<file path="config.mk">
export PLATFORM = sky130hd
export DESIGN_NAME = cnt_seq_ctrl
export DESIGN_NICKNAME = d
export VERILOG_FILES = /design/src/rtl/cnt_seq_ctrl.sv
export SDC_FILE = /design/constraint.sdc
export NUM_CORES = 1
export LEC_CHECK = 0
export BUFFER_PORTS_ARGS = -buffer_cell sky130_fd_sc_hd__buf_2
export CORE_MARGIN = 5
export CORE_UTILIZATION = 53
export DETAILED_ROUTE_END_ITERATION = 6
export PLACE_DENSITY = 0.83
export SYNTH_ARGS = -nofsm -noshare
export SYNTH_HDL_FRONTEND = slang
export SYNTH_SLANG_ARGS = --single-unit
</file>
<file path="constraint.sdc">
create_clock -name clock -period 2.4 [get_ports clock]
set_input_delay 0.36 -clock clock [delete_from_list [all_inputs] [get_ports clock]]
set_output_delay 0.36 -clock clock [all_outputs]
set_load 0.01 [all_outputs]
</file>
<file path="src/rtl/cnt_seq_ctrl.sv">
// cnt_seq_ctrl: sequences a W-bit count register through up-wrap, down-wrap or bounce passes
// between programmable limits, under control of a valid/ready host command port.
module cnt_seq_ctrl #(
    parameter int W  = 4,
    parameter int PW = 4
) (
    input  logic          clock,
    input  logic          reset,
    input  logic          cmd_valid,
    output logic          cmd_ready,
    input  logic [1:0]    cmd_op,
    input  logic [1:0]    cfg_mode,
    input  logic [W-1:0]  cfg_lo,
    input  logic [W-1:0]  cfg_hi,
    input  logic [PW-1:0] cfg_passes,
    output logic [W-1:0]  sa,
    output logic          dir,
    output logic          busy,
    output logic          done,
    output logic          err
);
    typedef enum logic [2:0] {IDLE, LOAD, RUN, PAUSE, DONE} state_t;
    localparam logic [1:0] OP_START = 2'b01;
    localparam logic [1:0] OP_PAUSE = 2'b10;
    localparam logic [1:0] OP_STOP  = 2'b11;
    localparam logic [1:0] M_UP     = 2'b00;
    localparam logic [1:0] M_DOWN   = 2'b01;

    state_t        state_q, state_d;
    logic [W-1:0]  sa_q, sa_d, lo_q, lo_d, hi_q, hi_d, step_sa;
    logic [PW-1:0] pass_q, pass_d, passes_q, passes_d;
    logic [1:0]    mode_q, mode_d;
    logic          dir_q, dir_d, busy_q, busy_d, done_q, done_d, err_q, err_d;
    logic          acc, start, pause, stop, cfg_bad, lo_eq_hi, term, fin, step_dir;

    assign cmd_ready = state_q != LOAD;
    assign sa        = sa_q;
    assign dir       = dir_q;
    assign busy      = busy_q;
    assign done      = done_q;
    assign err       = err_q;

    always_comb begin
        acc      = cmd_valid && cmd_ready;
        start    = acc && cmd_op == OP_START;
        pause    = acc && cmd_op == OP_PAUSE;
        stop     = acc && cmd_op == OP_STOP;
        cfg_bad  = cfg_lo > cfg_hi || cfg_mode == 2'b11;
        lo_eq_hi = lo_q == hi_q;
        term     = mode_q == M_UP   ? sa_q == hi_q :
                   mode_q == M_DOWN ? sa_q == lo_q :
                   lo_eq_hi || (dir_q && sa_q == lo_q);
        fin      = term && passes_q != '0 && pass_q + PW'(1) == passes_q;
        // Bounce turns at hi without counting it as a terminal; the pass ends back at lo.
        step_sa  = mode_q == M_UP   ? (term ? lo_q : sa_q + W'(1)) :
                   mode_q == M_DOWN ? (term ? hi_q : sa_q - W'(1)) :
                   term             ? (lo_eq_hi ? sa_q : lo_q + W'(1)) :
                   (!dir_q && sa_q == hi_q) ? hi_q - W'(1) :
                   dir_q            ? sa_q - W'(1) : sa_q + W'(1);
        step_dir = mode_q == M_UP   ? 1'b0 :
                   mode_q == M_DOWN ? 1'b1 :
                   term             ? 1'b0 :
                   (!dir_q && sa_q == hi_q) ? 1'b1 : dir_q;
        state_d  = state_q;
        sa_d     = sa_q;
        dir_d    = dir_q;
        pass_d   = pass_q;
        mode_d   = mode_q;
        lo_d     = lo_q;
        hi_d     = hi_q;
        passes_d = passes_q;
        done_d   = 1'b0;
        err_d    = 1'b0;
        case (state_q)
            IDLE, DONE: begin
                if (stop) begin
                    state_d = IDLE;
                    sa_d    = '0;
                    dir_d   = 1'b0;
                    pass_d  = '0;
                end else if (start && cfg_bad) begin
                    err_d = 1'b1;
                end else if (start) begin
                    state_d  = LOAD;
                    mode_d   = cfg_mode;
                    lo_d     = cfg_lo;
                    hi_d     = cfg_hi;
                    passes_d = cfg_passes;
                    pass_d   = '0;
                end
            end
            LOAD: begin
                state_d = RUN;
                sa_d    = mode_q == M_DOWN ? hi_q : lo_q;
                dir_d   = mode_q == M_DOWN;
            end
            RUN: begin
                err_d = start;
                if (stop) begin
                    state_d = IDLE;
                    sa_d    = '0;
                    dir_d   = 1'b0;
                    pass_d  = '0;
                end else if (fin) begin
                    state_d = DONE;
                    done_d  = 1'b1;
                end else if (pause) begin
                    state_d = PAUSE;
                end else begin
                    sa_d   = step_sa;
                    dir_d  = step_dir;
                    pass_d = term ? pass_q + PW'(1) : pass_q;
                end
            end
            PAUSE: begin
                err_d = start;
                if (stop) begin
                    state_d = IDLE;
                    sa_d    = '0;
                    dir_d   = 1'b0;
                    pass_d  = '0;
                end else if (pause) begin
                    state_d = RUN;
                end
            end
            default: state_d = IDLE;
        endcase
        busy_d = state_d == LOAD || state_d == RUN || state_d == PAUSE;
    end

    always_ff @(posedge clock or posedge reset) begin
        if (reset) begin
            state_q  <= IDLE;
            sa_q     <= '0;
            dir_q    <= 1'b0;
            pass_q   <= '0;
            mode_q   <= '0;
            lo_q     <= '0;
            hi_q     <= '0;
            passes_q <= '0;
            busy_q   <= 1'b0;
            done_q   <= 1'b0;
            err_q    <= 1'b0;
        end else begin
            state_q  <= state_d;
            sa_q     <= sa_d;
            dir_q    <= dir_d;
            pass_q   <= pass_d;
            mode_q   <= mode_d;
            lo_q     <= lo_d;
            hi_q     <= hi_d;
            passes_q <= passes_d;
            busy_q   <= busy_d;
            done_q   <= done_d;
            err_q    <= err_d;
        end
    end
endmodule
</file>
==> flow_summary.ini <==
[power]
p_per_area_mw_per_mm2 = 1450
intPower_mw = 2.15
static-leakage-power_nw = 1.27
combinationalPowerShare_pct = 62.1
seq_power_share_pct = 24.6
power_mw = 3.96
switching_share_pct = 45.6
ir_worst_vdd_v = 0.000746
switching_power_mw = 1.81
clkPwrFrac_pct = 13.4

[floorplanning]
fp.dieW_um = 76.2
core_mm2 = 0.00429
num_rows = 24
start_util_pct = 54.1
die_y_um = 76.2
dieArea_mm2 = 0.00581
io-pin-count = 28

[sta]
worst_slack_ns = 0.0419
min_period_ns = 2.36
max_slew_margin_pct = 63.5
drv_slew = 0
tightest_slew_ns = 0.532
hold_viol_final = 0
skew_ns = 0.00472
rsz0062_at_grt = no
whs_ns = 0.121
max_freq_mhz = 424
fin_crit_sh_pct = 98.3
setup_viol = 0

[clock_tree]
cts.htree.levels = 2
clk_latency_ns = 0.28
cts_made_buffers = 5
clk_pin_slew_ns = 0.07
cts_tree = built
clock-root-buffer = clkbuf_8
cts.sinks = 29
clock_path_buffers = 2

[job]
cap_violations = 0

[placement]
gp_congestion = 0.921
pre_cts_slack_ns = -0.0533
dp_hpwl_um = 4210
dp.cells = 333
numPortBuffers = 27

[route]
via_per_inst = 5.94
wl_per_cell_um = 16.7
routed_wl_um = 5740
routed-wl-met2_um = 2870
drt-met1-wl_um = 2290
met3_length_um = 410
final_antenna_net_count = 0
vias = 2045
drc_errors = 0
firstDrtPassIters = 6
top_layer = met4
drt_iter0_drc = 146

[yosys]
syn-instance-count = 249
ys_types = 47
yosysWarnings = 0
ys_top_cells_by_area = dfrtp_1, mux2_2, xor2_1, ha_1, mux2i_1
yosys.area.top_type_share_pct = 31.3
synth_nets = 277
syn_area_per_cell_um2 = 9.33
syn_area_mm2 = 0.00232
yosys.area.top_type = dfrtp_1
synth_seq_cells = 29
yosysSeqAreaShare_pct = 31.3

[finish]
diodes = 0
final_cells = 344
area_delta_synth_final_pct = 17.6
drive_above_1_share_pct = 30.5
finalNetCount = 319
utilization_pct = 63.6

[worst_setup_path]
crit_arrival_ns = 2.53
start_kind = flip-flop
end_kind = flip-flop
critPathKind = flip-flop to flip-flop
cp_max_fo = 5
critPathRequiredTime_ns = 2.57

[grt]
antenna_found_initial = 0
grt.total_usage_pct = 19.8
overflow = 0
grt_start_max_net_pins = 30
grt_pass1_wl_um = 9490
grt_pass1_vias = 1986

[outcome]
status = completed

[hold_path]
hold_class = input pin to asynchronous set/reset pin
## state kept, by name, summed over array words and instances (netlist names)
register,cells
sa,4
lo_q,4
pass_q,4
err,1
busy,1
done,1
passes_q,4
hi_q,4
dir,1
mode_q,2
state_q,3
## area by class of cell
type,count,area (um2)
clock inverters,1,30.0
inverters,16,60.1
multi-input cells,188,1440
well taps,52,65.1
flip-flops and latches,29,731
fillers,346,1560
repair buffers,51,323
clock buffers,7,86.3
## routing by layer
| layer | global-route usage, % | vias up |
|---|---|---|
| met1 | 24.4 | 970 |
| met4 | 8.04 | 0 |
| li1 | - | 958 |
| met3 | 4.37 | 21 |
| met2 | 33.3 | 96 |
| met5 | 0 | - |
## stage by stage
| stage | setup TNS (ns) | area [um2] |
|---|---|---|
| after global placement | -0.102 | 2550 |
| after floorplan | 0 | 2320 |
| final | 0 | 2730 |
| after detailed placement | -0.408 | 2550 |
| after global routing | 0 | 2730 |
| after CTS | 0 | 2670 |
## path summary, 6_finish.rpt
kind	from	end	slack (ns)	cells after the start
setup / recovery	hi_q[0]	sa[3]	0.04	7
hold / removal	reset	hi_q[1]	0.12	3
setup reg to reg	hi_q[0]	sa[3]	0.04	7
hold reg to reg	passes_q[0]	passes_q[0]	0.53	1
max in group asynchronous	reset	hi_q[3]	1.99	3
min in group clock	cfg_hi[1]	hi_q[1]	0.29	3
## cells in the mapped netlist, drive strengths merged
cell type,number
clkbuf,4
or2,1
o22ai,3
and3,4
a41oi,1
a211oi,4
buf,12
a221oi,1
xnor2,10
a221o,1
inv,16
o21ai,10
mux2i,10
nor4,3
ha,9
dfrtp,29
and2,2
nor2,19
a31o,1
nand2b,5
o31ai,5
o41ai,1
a222oi,1
nor2b,1
nand4,1
o221ai,1
nor3,7
nor3b,1
nand4b,1
a32oi,1
mux2,15
nor4b,1
nand2,20
a31oi,3
xor2,17
a41o,1
a311oi,1
o2111a,1
nand3,7
a21oi,18
## critical path, stage by stage (launching register included)
cell      delay (ns)
dfrtp_2         0.46
xor2_2          0.27
nor4_4          0.10
a222oi_1        0.46
nand4b_4        0.26
a31oi_4         0.12
a31oi_4         0.21
mux2_2          0.36
## placed cells by master, fill, tap and decap left out, drive strengths merged, types with 2 or more instances in the layout
| cell type | instances |
|---|---|
| nor4 | 3 |
| xnor2 | 10 |
| a21oi | 18 |
| nand2b | 5 |
| and3 | 4 |
| o22ai | 3 |
| buf | 50 |
| a211oi | 4 |
| clkbuf | 7 |
| o31ai | 5 |
| mux2i | 10 |
| o21ai | 10 |
| dfrtp | 29 |
| mux2 | 15 |
| ha | 9 |
| nand3 | 7 |
| inv | 16 |
| nand2 | 20 |
| and2 | 2 |
| nor2 | 19 |
| a31oi | 3 |
| xor2 | 17 |
| nor3 | 7 |
## power by group through the flow
| stage | logic, mW | registers, mW | clock network [mW] |
|---|---|---|---|
| floorplan | 1.83 | 0.854 | 0 |
| global placement | 2.22 | 0.935 | 0 |
| detailed placement | 2.28 | 0.951 | 0 |
| CTS | 2.33 | 0.945 | 0.538 |
| global route | 2.66 | 1.00 | 0.566 |
| finish | 2.46 | 0.973 | 0.529 |
## timing repair
item                                    4_1_cts  5_1_grt
hold buffers                                  0        0
pin swaps                                     1        3
gates resized for setup                       0        9
endpoints found under the setup margin        3        6
gates cloned                                  0        1
hold endpoints to repair                      0        0
setup buffers                                 1        1
## cells by family (layout without fill, tap and decap cells)
| family | count (synthesis) | count (layout) | share of synthesized area (%) |
|---|---|---|---|
| adders and majority gates | 9 | 9 | 4.85 |
| AOI/OAI and AO/OA | 54 | 54 | 16.3 |
| xor gates and xnor gates | 27 | 27 | 10.5 |
| buffers and inverters | 32 | 75 | 8.24 |
| and+or+nand+nor | 73 | 73 | 17.3 |
| DFF | 29 | 29 | 31.3 |
| muxes | 25 | 25 | 11.6 |
Note: power is estimated with default switching activity, not from simulation.
